### src/rtl/float_sp_pkg.sv
// float_sp_pkg: shared definitions for the float byte serializer.
//   lp_FLOAT_SP_ZERO   canonical +0.0 substituted for flagged words
//   lp_BYTES_PER_WORD  data bytes per frame
//   ser_state_t        serializer FSM states (ST_CHK only with FLOAT_SER_CHECKSUM_EN)
//   byte_select()      picks byte <idx> of a word in MSB- or LSB-first order
// Optional feature macro: FLOAT_SER_CHECKSUM_EN
package float_sp_pkg;

   localparam logic [31:0] lp_FLOAT_SP_ZERO  = 32'h0000_0000;
   localparam int unsigned lp_BYTES_PER_WORD = 4;
   localparam logic [1:0]  lp_LAST_IDX       = 2'(lp_BYTES_PER_WORD - 1);

`ifdef FLOAT_SER_CHECKSUM_EN
   typedef enum logic [1:0] {ST_IDLE = 2'd0, ST_SEND = 2'd1, ST_CHK = 2'd2} ser_state_t;
`else
   typedef enum logic [1:0] {ST_IDLE = 2'd0, ST_SEND = 2'd1} ser_state_t;
`endif

   // idx counts bytes in transmission order; lane is the physical byte position.
   function automatic logic [7:0] byte_select(input logic [31:0] word,
                                              input logic [1:0]  idx,
                                              input logic        msb_first);
      logic [1:0] lane;
      lane = msb_first ? (2'd3 - idx) : idx;
      return word[{lane, 3'b000} +: 8];
   endfunction

endpackage

### src/rtl/float_ser_fifo.sv
// float_ser_fifo: synchronous word FIFO, registered write, combinational read of
// the head entry, no same-cycle bypass (a pushed word is visible the cycle after).
// Ports:
//   clk, reset       clock, synchronous active-high reset
//   push, din        write request/data (ignored when full)
//   pop, dout        read request/head data (ignored when empty)
//   full, empty      occupancy status
//   count            number of stored words (0..p_DEPTH)
module float_ser_fifo #(
   parameter int unsigned p_DEPTH = 4,
   parameter int unsigned p_WIDTH = 32
) (
   input  logic                     clk,
   input  logic                     reset,
   input  logic                     push,
   input  logic [p_WIDTH-1:0]       din,
   input  logic                     pop,
   output logic [p_WIDTH-1:0]       dout,
   output logic                     full,
   output logic                     empty,
   output logic [$clog2(p_DEPTH):0] count
);

   localparam int unsigned AW       = $clog2(p_DEPTH);
   localparam logic [AW:0] FULL_CNT = (AW + 1)'(p_DEPTH);

   logic [p_WIDTH-1:0] mem [p_DEPTH];
   logic [AW-1:0]      wr_ptr;
   logic [AW-1:0]      rd_ptr;
   logic               do_push;
   logic               do_pop;

   assign do_push = push && !full;
   assign do_pop  = pop && !empty;

   always_ff @(posedge clk) begin
      if (reset) begin
         wr_ptr <= '0;
         rd_ptr <= '0;
         count  <= '0;
      end else begin
         if (do_push) wr_ptr <= wr_ptr + 1'b1;
         if (do_pop)  rd_ptr <= rd_ptr + 1'b1;
         case ({do_push, do_pop})
            2'b10:   count <= count + 1'b1;
            2'b01:   count <= count - 1'b1;
            default: count <= count;
         endcase
      end
   end

   always_ff @(posedge clk) begin
      if (do_push) mem[wr_ptr] <= din;
   end

   assign dout  = mem[rd_ptr];
   assign full  = (count == FULL_CNT);
   assign empty = (count == '0);

endmodule

### src/rtl/float_sp_byte_serializer.sv
// float_sp_byte_serializer: buffers converted float words (flagged words become
// +0.0) and streams each as a byte frame over a valid/ready interface.
// Ports:
//   i_CLK, i_RESET             clock, synchronous active-high reset
//   i_VALID, i_FLOAT_WORD,
//   i_INVALID                  push-only word input from the converter
//   o_READY                    FIFO not full (status only)
//   o_OVERFLOW                 sticky: a word was dropped on a full FIFO
//   o_BYTE, o_BYTE_VALID,
//   i_BYTE_READY, o_LAST       byte stream; o_LAST marks the final frame byte
// Optional feature macro: FLOAT_SER_CHECKSUM_EN (appends XOR checksum byte).
module float_sp_byte_serializer #(
   parameter int unsigned p_FIFO_DEPTH = 4,
   parameter bit          p_MSB_FIRST  = 1'b1
) (
   input  logic        i_CLK,
   input  logic        i_RESET,
   input  logic        i_VALID,
   input  logic [31:0] i_FLOAT_WORD,
   input  logic        i_INVALID,
   output logic        o_READY,
   output logic        o_OVERFLOW,
   output logic [7:0]  o_BYTE,
   output logic        o_BYTE_VALID,
   input  logic        i_BYTE_READY,
   output logic        o_LAST
);

   import float_sp_pkg::*;

   localparam int unsigned  CW       = $clog2(p_FIFO_DEPTH) + 1;
   localparam logic [CW-1:0] FULL_CNT = CW'(p_FIFO_DEPTH);

   ser_state_t    state;
   ser_state_t    state_next;
   logic [31:0]   fifo_dout;
   logic          fifo_full;
   logic          fifo_empty;
   logic [CW-1:0] fifo_count;
   logic          push;
   logic          pop;
   logic [31:0]   word_reg;
   logic [1:0]    byte_idx;
   logic          overflow;

   // Full is judged on the registered count, so a pop in the same cycle
   // does not rescue a write that arrives while full.
   assign push = i_VALID && !fifo_full;
   assign pop  = (state == ST_IDLE) && !fifo_empty;

   float_ser_fifo #(
      .p_DEPTH (p_FIFO_DEPTH),
      .p_WIDTH (32)
   ) u_fifo (
      .clk   (i_CLK),
      .reset (i_RESET),
      .push  (push),
      .din   (i_INVALID ? lp_FLOAT_SP_ZERO : i_FLOAT_WORD),
      .pop   (pop),
      .dout  (fifo_dout),
      .full  (fifo_full),
      .empty (fifo_empty),
      .count (fifo_count)
   );

`ifdef FLOAT_SER_CHECKSUM_EN
   logic [7:0] checksum;
   assign checksum = word_reg[31:24] ^ word_reg[23:16] ^ word_reg[15:8] ^ word_reg[7:0];
`endif

   always_ff @(posedge i_CLK) begin
      if (i_RESET) state <= ST_IDLE;
      else         state <= state_next;
   end

   always_comb begin
      state_next = state;
      case (state)
         ST_IDLE: if (!fifo_empty) state_next = ST_SEND;
         ST_SEND: begin
            if (i_BYTE_READY && (byte_idx == lp_LAST_IDX)) begin
`ifdef FLOAT_SER_CHECKSUM_EN
               state_next = ST_CHK;
`else
               state_next = ST_IDLE;
`endif
            end
         end
`ifdef FLOAT_SER_CHECKSUM_EN
         ST_CHK:  if (i_BYTE_READY) state_next = ST_IDLE;
`endif
         default: state_next = ST_IDLE;
      endcase
   end

   always_ff @(posedge i_CLK) begin
      if (i_RESET) begin
         word_reg <= '0;
         byte_idx <= '0;
         overflow <= 1'b0;
      end else begin
         if (pop) begin
            word_reg <= fifo_dout;
            byte_idx <= '0;
         end else if ((state == ST_SEND) && i_BYTE_READY) begin
            byte_idx <= byte_idx + 2'd1;
         end
         if (i_VALID && fifo_full) overflow <= 1'b1;
      end
   end

   always_comb begin
      o_BYTE       = '0;
      o_BYTE_VALID = 1'b0;
      o_LAST       = 1'b0;
      case (state)
         ST_SEND: begin
            o_BYTE_VALID = 1'b1;
            o_BYTE       = byte_select(word_reg, byte_idx, p_MSB_FIRST);
`ifndef FLOAT_SER_CHECKSUM_EN
            o_LAST       = (byte_idx == lp_LAST_IDX);
`endif
         end
`ifdef FLOAT_SER_CHECKSUM_EN
         ST_CHK: begin
            o_BYTE_VALID = 1'b1;
            o_BYTE       = checksum;
            o_LAST       = 1'b1;
         end
`endif
         default: ;
      endcase
   end

   assign o_READY    = (fifo_count != FULL_CNT);
   assign o_OVERFLOW = overflow;

endmodule

### config.mk
export PLATFORM = sky130hd
export DESIGN_NAME = float_sp_byte_serializer
export DESIGN_NICKNAME = d
export VERILOG_FILES = /design/src/rtl/float_sp_pkg.sv /design/src/rtl/float_ser_fifo.sv /design/src/rtl/float_sp_byte_serializer.sv
export SDC_FILE = /design/constraint.sdc
export NUM_CORES = 1
export LEC_CHECK = 0
export ABC_CLOCK_PERIOD_IN_PS = 2900
export CAP_MARGIN = 15
export CORE_UTILIZATION = 45
export CTS_CLUSTER_DIAMETER = 60
export DETAILED_ROUTE_END_ITERATION = 8
export PLACE_DENSITY = 0.65
export RECOVER_POWER = 50
export SLEW_MARGIN = 30
export SYNTH_ARGS = -nofsm -noshare
export SYNTH_HDL_FRONTEND = slang
export SYNTH_SLANG_ARGS = --single-unit
export TNS_END_PERCENT = 10
### constraint.sdc
create_clock -name i_CLK -period 2.9 [get_ports i_CLK]
set_input_delay 0.58 -clock i_CLK [delete_from_list [all_inputs] [get_ports i_CLK]]
set_output_delay 0.58 -clock i_CLK [all_outputs]
set_load 0.02 [all_outputs]
==> results of run 1 <==
## power by group through the flow
stage / Sequential [mW] / Combinational (mW) / Clock, mW
global route: 3.28 / 1.65 / 2.22
CTS: 3.24 / 1.55 / 2.14
global placement: 3.27 / 1.52 / 0
floorplan: 3.17 / 1.24 / 0
detailed placement: 3.29 / 1.54 / 0
finish: 3.24 / 1.51 / 2.09
## placed cells by master (no fill, tap or decap), types with 2 or more instances in the layout
cell type and count:
nor2b_1 32, mux4_2 40, nor2_1 7, xor2_1 3
o21ai_0 2, inv_6 4, inv_1 7, clkinv_2 6
a22o_1 30, edfxtp_1 128, a21oi_1 7, ha_1 6
buf_12 2, a22o_2 2, dfxtp_2 2, nand3_1 3
nand2_1 3, dfxtp_1 41, clkbuf_2 2, buf_4 11
dlygate4sd3_1 2, clkbuf_16 18, clkbuf_1 2, and2_1 9
clkdlybuf4s50_1 46, and3_1 4, or3_1 2, a21o_1 2
## cells in the mapped netlist (3+ instances only)
library cell / n / area share, %
xor2_1: 3 / 0.39
a21oi_1: 7 / 0.52
ha_1: 6 / 1.1
nand2_1: 3 / 0.17
buf_6: 7 / 1.2
nor2_1: 7 / 0.39
edfxtp_1: 128 / 57
inv_1: 7 / 0.39
nor2b_1: 32 / 3.0
clkbuf_1: 7 / 0.39
mux4_2: 40 / 13
and2_1: 9 / 0.83
clkbuf_8: 3 / 0.61
a22o_1: 30 / 3.9
dfxtp_1: 43 / 13
and3_1: 4 / 0.37
nand3_1: 3 / 0.22
buf_2: 4 / 0.30
## metal layers
layer,vias up,global-route usage (%),wire length (um)
li1,1568,-,-
met1,1706,23.0,5710
met2,61,27.9,6300
met3,13,3.95,375
met4,0,6.66,170
met5,-,0,0
## area by class of cell
class	count	area [um2]	area share [%]
multi-input cells	164	1820	22.9
repair buffers	65	621	7.80
clock inverters	13	87.6	1.10
flip-flops and latches	171	4710	59.1
clock buffers	19	464	5.83
well taps	184	230	2.89
inverters	7	26.3	0.330
## stage by stage
step / hold WS (ns) / util, % / cell area [um2] / setup WS [ns]
final: 0.484 / 54.6 / 7960 / 0.172
after global routing: 0.504 / 54.6 / 7960 / 0.0820
after CTS: 0.481 / 54.8 / 8000 / 0.0430
after detailed placement: 0.463 / 51.0 / 7440 / 0.418
after global placement: 0.458 / 51.0 / 7440 / 0.448
after floorplan: 0.438 / - / 6750 / 0.704
## logic make-up (layout without fill, tap and decap cells)
family                     after synthesis  count (layout)  share of synthesized area [%]
DFF                                    171             171                           69.7
adders and majority gates                7               7                           1.41
buffers and inverters                   30             104                           3.37
xor gates and xnor gates                 3               3                          0.389
muxes                                   41              41                           13.5
AOI/OAI and AO/OA                       48              48                           5.82
and+or+nand+nor                         65              65                           5.80
## critical path, stage by stage (launching register included)
cell	delay, ns
dfxtp_2	0.47
mux4_2	0.53
and2_1	0.19
clkdlybuf4s50_1	0.54
## final timing paths
path                endpoint  slack [ns]  cells after the start
max                o_BYTE[3]        0.17                      3
min              word_reg[5]        0.48                      1
max reg2reg  u_fifo.count[2]        0.54                      8
min reg2reg      word_reg[5]        0.48                      1
## repair_timing
action                                  CTS  global route
cloned                                    0             0
gates resized for setup                   1             1
endpoints found under the hold margin     0             0
buffers inserted                          0             0
endpoints found under the setup margin    3             3
==> results.cfg, run 1 <==
[status]
status = finished, violations left
violations = capacitance limit, slew limit

[routing]
drtAntennaViolNets = 0
drt_wl_total_um = 12600
drc = 0
drtIter0Drc = 178
drt-pass1-iter-count = 4
dr_total_vias = 3348
wl_per_cell_um = 20.2
viasPerCell = 5.37

[clock_tree]
cts-root-buf = clkbuf_16
clock_latency_ns = 0.42
clockBufferDepth = 2
clk_pin_slew_ns = 0.07
cts_buffers = 17
cts_tree = built
hold_buffers = 0
clock-sinks = 171
cts-htree-levels = 4

[timing]
max_freq_mhz = 367
final.setup_skew_ns = 0.0143
finalSetupTns_ns = 0
finalCritPeriodShare_pct = 94.1
relSlewSlack_pct = -10.1
period_minus_slack_ns = 2.73
setup_violations = 0
slew_violations = 33
finalHoldViolCount = 0
max_slew.worst_pin.slew_ns = 1.65
rsz0062_at_grt = false

[critical_path]
worstSetupStartpoint = byte_idx[0]
start_kind = flip-flop
path_class = flip-flop to output port
cp.required_ns = 2.32
critPathMaxFanout = 7
critPathCaptureType = output port
crit_arrival_ns = 2.15
r2r-start = u_fifo.count[2]

[finish]
fin_nets = 470
syn_to_final_growth_pct = 17.9
fill_cells = 1153
fin_cells = 623
diodes = 0
drive_gt1_share_pct = 22.1
largest_reg_flops = 128

[worst_hold_path]
hp-start = word_reg[5]
hp-class = flip-flop to flip-flop

[floorplanning]
core_area_mm2 = 0.0146
die-area_mm2 = 0.0155
io_pins = 49
die_h_um = 124
start_util_pct = 46.3
num_rows = 44
die_w_um = 124

[power]
swShare_pct = 27.5
p_int_mw = 4.96
power_frac_seq_pct = 47.4
combPwrFrac_pct = 22.1
power_leakage_nw = 2.70
finalPower_mw = 6.84
powerDensity_mw_per_mm2 = 859
clkPwrFrac_pct = 30.6
vdd_drop_max_uv = 487
p_switching_mw = 1.88

[global_route]
gr-usage-all-layers_pct = 17.3
grt_pass1_wl_um = 20000
grt_max_degree = 33
antenna_found_initial = 0
overflow = 0
grt_pass1_vias = 3614

[placed_design]
finalWeightedCongestion = 0.690
port_buffers = 48
hpwl_um = 7910
dp.cells = 591

[synth]
synth_edf_count = 128
synth.distinct_cells = 35
synth.cell_area_mm2 = 0.00675
synth_nets = 409
async_flop_share_pct = 0
ys.flop_type = edfxtp_1
synth_cells = 365
yosysSeqAreaShare_pct = 69.7
ys_seq_elements = 171
syn_avg_cell_area_um2 = 18.5
yosys_warnings = 0

[job]
cap_violations = 1
Note: power is estimated with default switching activity, not from simulation.
==> run 2: changes to the inputs <==
--- a/config.mk
+++ b/config.mk
@@ -7,6 +7,7 @@
 export LEC_CHECK = 0
 export ABC_CLOCK_PERIOD_IN_PS = 2900
 export CAP_MARGIN = 15
+export CORE_MARGIN = 2
 export CORE_UTILIZATION = 45
 export CTS_CLUSTER_DIAMETER = 60
 export DETAILED_ROUTE_END_ITERATION = 8
==> run 2 against run 1 <==
Compared with the run above: wire length shrank 0.65%; register-to-register slack got worse by 0.02 ns; clock power grew 10%; flip-flop and latch count did not move; the run still ends with capacitance limit, slew limit left; total power grew 2.8%; critical path depth did not move; first-iteration DRC count up 51%; critical endpoint is now o_BYTE[5]; count of clock-buffer cells in the layout down 2; die area is 3.2% higher; worst setup slack got worse by 0.063 ns; largest power group unchanged; via count about the same; global-route usage fell by 0.72 points.
==> results.cfg, run 2 (synthesis results as in run 1) <==
[status]
status = finished, violations left
violations = capacitance limit, slew limit

[critical_path]
start_kind = flip-flop
r2r-start = u_fifo.count[2]
path_class = flip-flop to output port
critPathCaptureType = output port
critPathMaxFanout = 6
crit_arrival_ns = 2.21
worstSetupStartpoint = byte_idx[1]
cp.required_ns = 2.32

[global_route]
grt_max_degree = 35
overflow = 0
gr-usage-all-layers_pct = 16.6
antenna_found_initial = 0
grt_pass1_wl_um = 19800
grt_pass1_vias = 3625

[power]
clkPwrFrac_pct = 32.8
power_frac_seq_pct = 46.0
p_int_mw = 5.20
swShare_pct = 26.1
power_leakage_nw = 2.70
combPwrFrac_pct = 21.3
p_switching_mw = 1.83
finalPower_mw = 7.03
powerDensity_mw_per_mm2 = 880
vdd_drop_max_uv = 442

[timing]
slew_violations = 33
setup_violations = 0
final.setup_skew_ns = 0.00667
layout_setup_ws_ns = 0.109
rsz0062_at_grt = false
finalCritPeriodShare_pct = 96.2
period_minus_slack_ns = 2.79
finalSetupTns_ns = 0
max_slew.worst_pin.slew_ns = 1.62
max_freq_mhz = 358
relSlewSlack_pct = -8.19
finalHoldViolCount = 0

[routing]
wl_met2_um = 6340
drt-met1-wl_um = 5610
top_layer_used = met4
dr_total_vias = 3345
drt_wl_total_um = 12500
drtIter0Drc = 269
wl_met3_um = 417
wl_per_cell_um = 20.2
viasPerCell = 5.41
drtAntennaViolNets = 0
drt-pass1-iter-count = 4
drc = 0

[placed_design]
dpl-instance-area_mm2 = 0.00742
place_ws_ns = 0.320
port_buffers = 48
hpwl_um = 7500
finalWeightedCongestion = 0.754

[clock_tree]
cts_tree = built
cts-htree-levels = 4
clk_pin_slew_ns = 0.06
cts-root-buf = clkbuf_16
hold_buffers = 0
clockBufferDepth = 2
cts_setup_buffers = 0
clock-sinks = 171
cts_buffers = 17
clock_latency_ns = 0.42

[finish]
diodes = 0
final_common_cell = edfxtp_1
largest_reg_flops = 128
drive_gt1_share_pct = 20.0
syn_to_final_growth_pct = 18.4
final_design_area_no_fill_mm2 = 0.00799
fin_nets = 465
final_cell_mix = edfxtp_1, clkdlybuf4s50_1, dfxtp_1
finalCoreUtilization_pct = 54.8

[worst_hold_path]
hp-start = word_reg[28]
hp-class = flip-flop to flip-flop

[floorplanning]
die_h_um = 126
core_area_mm2 = 0.0146
start_util_pct = 46.3
die-area_mm2 = 0.0160
num_rows = 44
io_pins = 49
die_w_um = 126

[job]
cap_violations = 1
-- run 2: stage by stage --
step	hold slack, ns	std cells
after global routing	0.494	618
after floorplan	0.438	365
after detailed placement	0.460	586
after CTS	0.473	618
final	0.477	618
after global placement	0.456	586
-- run 2: final cells by class --
class,count,area (um2)
clock inverter,15,179
clock buffer,17,425
timing repair buffer,60,599
fill,1143,6600
sequential,171,4710
tap,184,230
inverter,7,26.3
multi-input combinational,164,1820
-- run 2: critical path, cell delays in order, from the launching register on --
cell and delay, ns:
dfxtp_1 0.52, mux4_2 0.54, and2_1 0.20, clkdlybuf4s50_1 0.54
-- run 2: path summary, 6_finish.rpt --
| check | end | slack [ns] | cells after the start |
|---|---|---|---|
| setup reg to reg | u_fifo.count[2] | 0.52 | 8 |
| hold reg to reg | word_reg[28] | 0.48 | 1 |
| hold / removal | word_reg[28] | 0.48 | 1 |
| setup / recovery | o_BYTE[5] | 0.11 | 3 |
-- run 2: timing repair --
action / CTS / global route
endpoints found under the hold margin: 0 / 0
resized for setup: 1 / 0
setup endpoints to repair: 1 / 0
-- run 2: power by group through the flow --
stage | logic [mW] | clock network (mW) | registers (mW)
finish | 1.50 | 2.30 | 3.23
global route | 1.63 | 2.44 | 3.27
CTS | 1.54 | 2.34 | 3.24
detailed placement | 1.53 | 0 | 3.28
global placement | 1.49 | 0 | 3.27
floorplan | 1.24 | 0 | 3.17
-- run 2: per-layer routing --
layer  track usage (%)  vias up
met4              5.04        0
met2              27.7       58
met5                 0        -
met1              21.6     1719
met3              4.39        8
li1                  -     1560
==> run 3: changes to the inputs <==
--- a/config.mk
+++ b/config.mk
@@ -7,7 +7,7 @@
 export LEC_CHECK = 0
 export ABC_CLOCK_PERIOD_IN_PS = 2900
 export CAP_MARGIN = 15
-export CORE_MARGIN = 2
+export CORE_MARGIN = 5
 export CORE_UTILIZATION = 45
 export CTS_CLUSTER_DIAMETER = 60
 export DETAILED_ROUTE_END_ITERATION = 8
==> run 3 against run 2 <==
Compared with the run above: the flow still finishes with violations (capacitance limit, slew limit); clock skew shrank 0.00072 ns; core utilization shrank 0.11 points; combinational power is essentially flat; hold slack gained 0.0043 ns; critical path type unchanged.
==> results.cfg, run 3 (synthesis results as in run 1) <==
[timing]
setup_violations = 0
finalCritPeriodShare_pct = 93.1
relSlewSlack_pct = -13.2
finalSetupTns_ns = 0
max_freq_mhz = 370
period_minus_slack_ns = 2.70
final.setup_skew_ns = 0.00594
holdWs_ns = 0.481
layout_setup_ws_ns = 0.199
rsz0062_at_grt = false
slew_violations = 33
max_slew.worst_pin.slew_ns = 1.70
finalHoldViolCount = 0

[critical_path]
cp.required_ns = 2.32
critPathMaxFanout = 6
path_class = flip-flop to output port
crit_arrival_ns = 2.12
start_kind = flip-flop
critPathCaptureType = output port

[placed_design]
place_ws_ns = 0.327
port_buffers = 48
finalWeightedCongestion = 0.734
hpwl_um = 7650
dpl-instance-area_mm2 = 0.00744
dp.cells = 587

[clock_tree]
clock-sinks = 171
cts_buffers = 17
cts_tree = built
cts-htree-levels = 4
clk_pin_slew_ns = 0.06
hold_buffers = 0
cts-root-buf = clkbuf_16
clock_latency_ns = 0.41
clockBufferDepth = 2

[global_route]
antenna_found_initial = 0
grt_pass1_vias = 3750
gr-usage-all-layers_pct = 15.5
grt_pass1_wl_um = 20700
overflow = 0
grt_max_degree = 37

[routing]
wl_per_cell_um = 20.7
dr_total_vias = 3385
drt-pass1-iter-count = 4
drc = 0
drt_wl_total_um = 12800
wl_met2_um = 6520
drtIter0Drc = 235
wl_met3_um = 695
viasPerCell = 5.47
drt-met1-wl_um = 5470
top_layer_used = met4
drtAntennaViolNets = 0

[floorplanning]
core_area_mm2 = 0.0146
io_pins = 49
die_h_um = 132
start_util_pct = 46.1
die_w_um = 132
num_rows = 44
die-area_mm2 = 0.0175

[power]
finalPower_mw = 7.17
power_leakage_nw = 2.70
vdd_drop_max_uv = 422
powerDensity_mw_per_mm2 = 896

[status]
status = finished, violations left
violations = capacitance limit, slew limit

[finish]
final_common_cell = edfxtp_1
diodes = 0
fin_cells = 619
finalCoreUtilization_pct = 54.7
fin_nets = 466
drive_gt1_share_pct = 20.2
largest_reg_flops = 128
final_design_area_no_fill_mm2 = 0.00800
final_cell_mix = edfxtp_1, clkdlybuf4s50_1, dfxtp_1
syn_to_final_growth_pct = 18.6

[job]
cap_violations = 1

[worst_hold_path]
hp-class = flip-flop to flip-flop
==> run 3: cell count changes in the layout (fill, tap and decap cells not counted), moves of 2 or more <==
cell / delta
clkbuf_2: +2
clkinv_2: -2
clkbuf_1: +5
clkinv_1: -5
==> run 3: worst paths after layout <==
check / startpoint / endpoint / slack [ns] / depth (start not counted)
worst min-delay path: word_reg[1] / word_reg[1] / 0.48 / 1
worst max-delay path: byte_idx[0] / o_BYTE[3] / 0.20 / 3
worst max register to register: u_fifo.count[2] / u_fifo.count[2] / 0.46 / 8
worst min register to register: word_reg[1] / word_reg[1] / 0.48 / 1
==> run 3: metal layers <==
| layer | track usage (%) | vias up |
|---|---|---|
| li1 | - | 1552 |
| met5 | 0 | - |
| met4 | 5.54 | 0 |
| met3 | 3.38 | 10 |
| met2 | 26.3 | 90 |
| met1 | 19.8 | 1733 |
==> run 3: final cells by class <==
type | instances | area (um2)
fillers | 1149 | 6640
flip-flops and latches | 171 | 4710
clock inverters | 10 | 188
clock buffers | 22 | 454
repair buffers | 61 | 586
multi-input cells | 164 | 1810
well taps | 184 | 230
inverters | 7 | 26.3
==> run 3: power breakdown <==
group / internal (mW) / switching (mW)
logic: 0.772 / 0.756
clock network: 1.56 / 0.877
registers: 3.01 / 0.202
==> run 3: critical path, stage by stage (launching register included) <==
cell,delay [ns]
dfxtp_2,0.46
mux4_2,0.52
and2_1,0.19
clkdlybuf4s50_1,0.54
==> run 3: what timing repair did <==
item                                    in CTS  in global routing
resized for setup                            1                  0
endpoints found under the setup margin       1                  0
buffers inserted                             0                  0
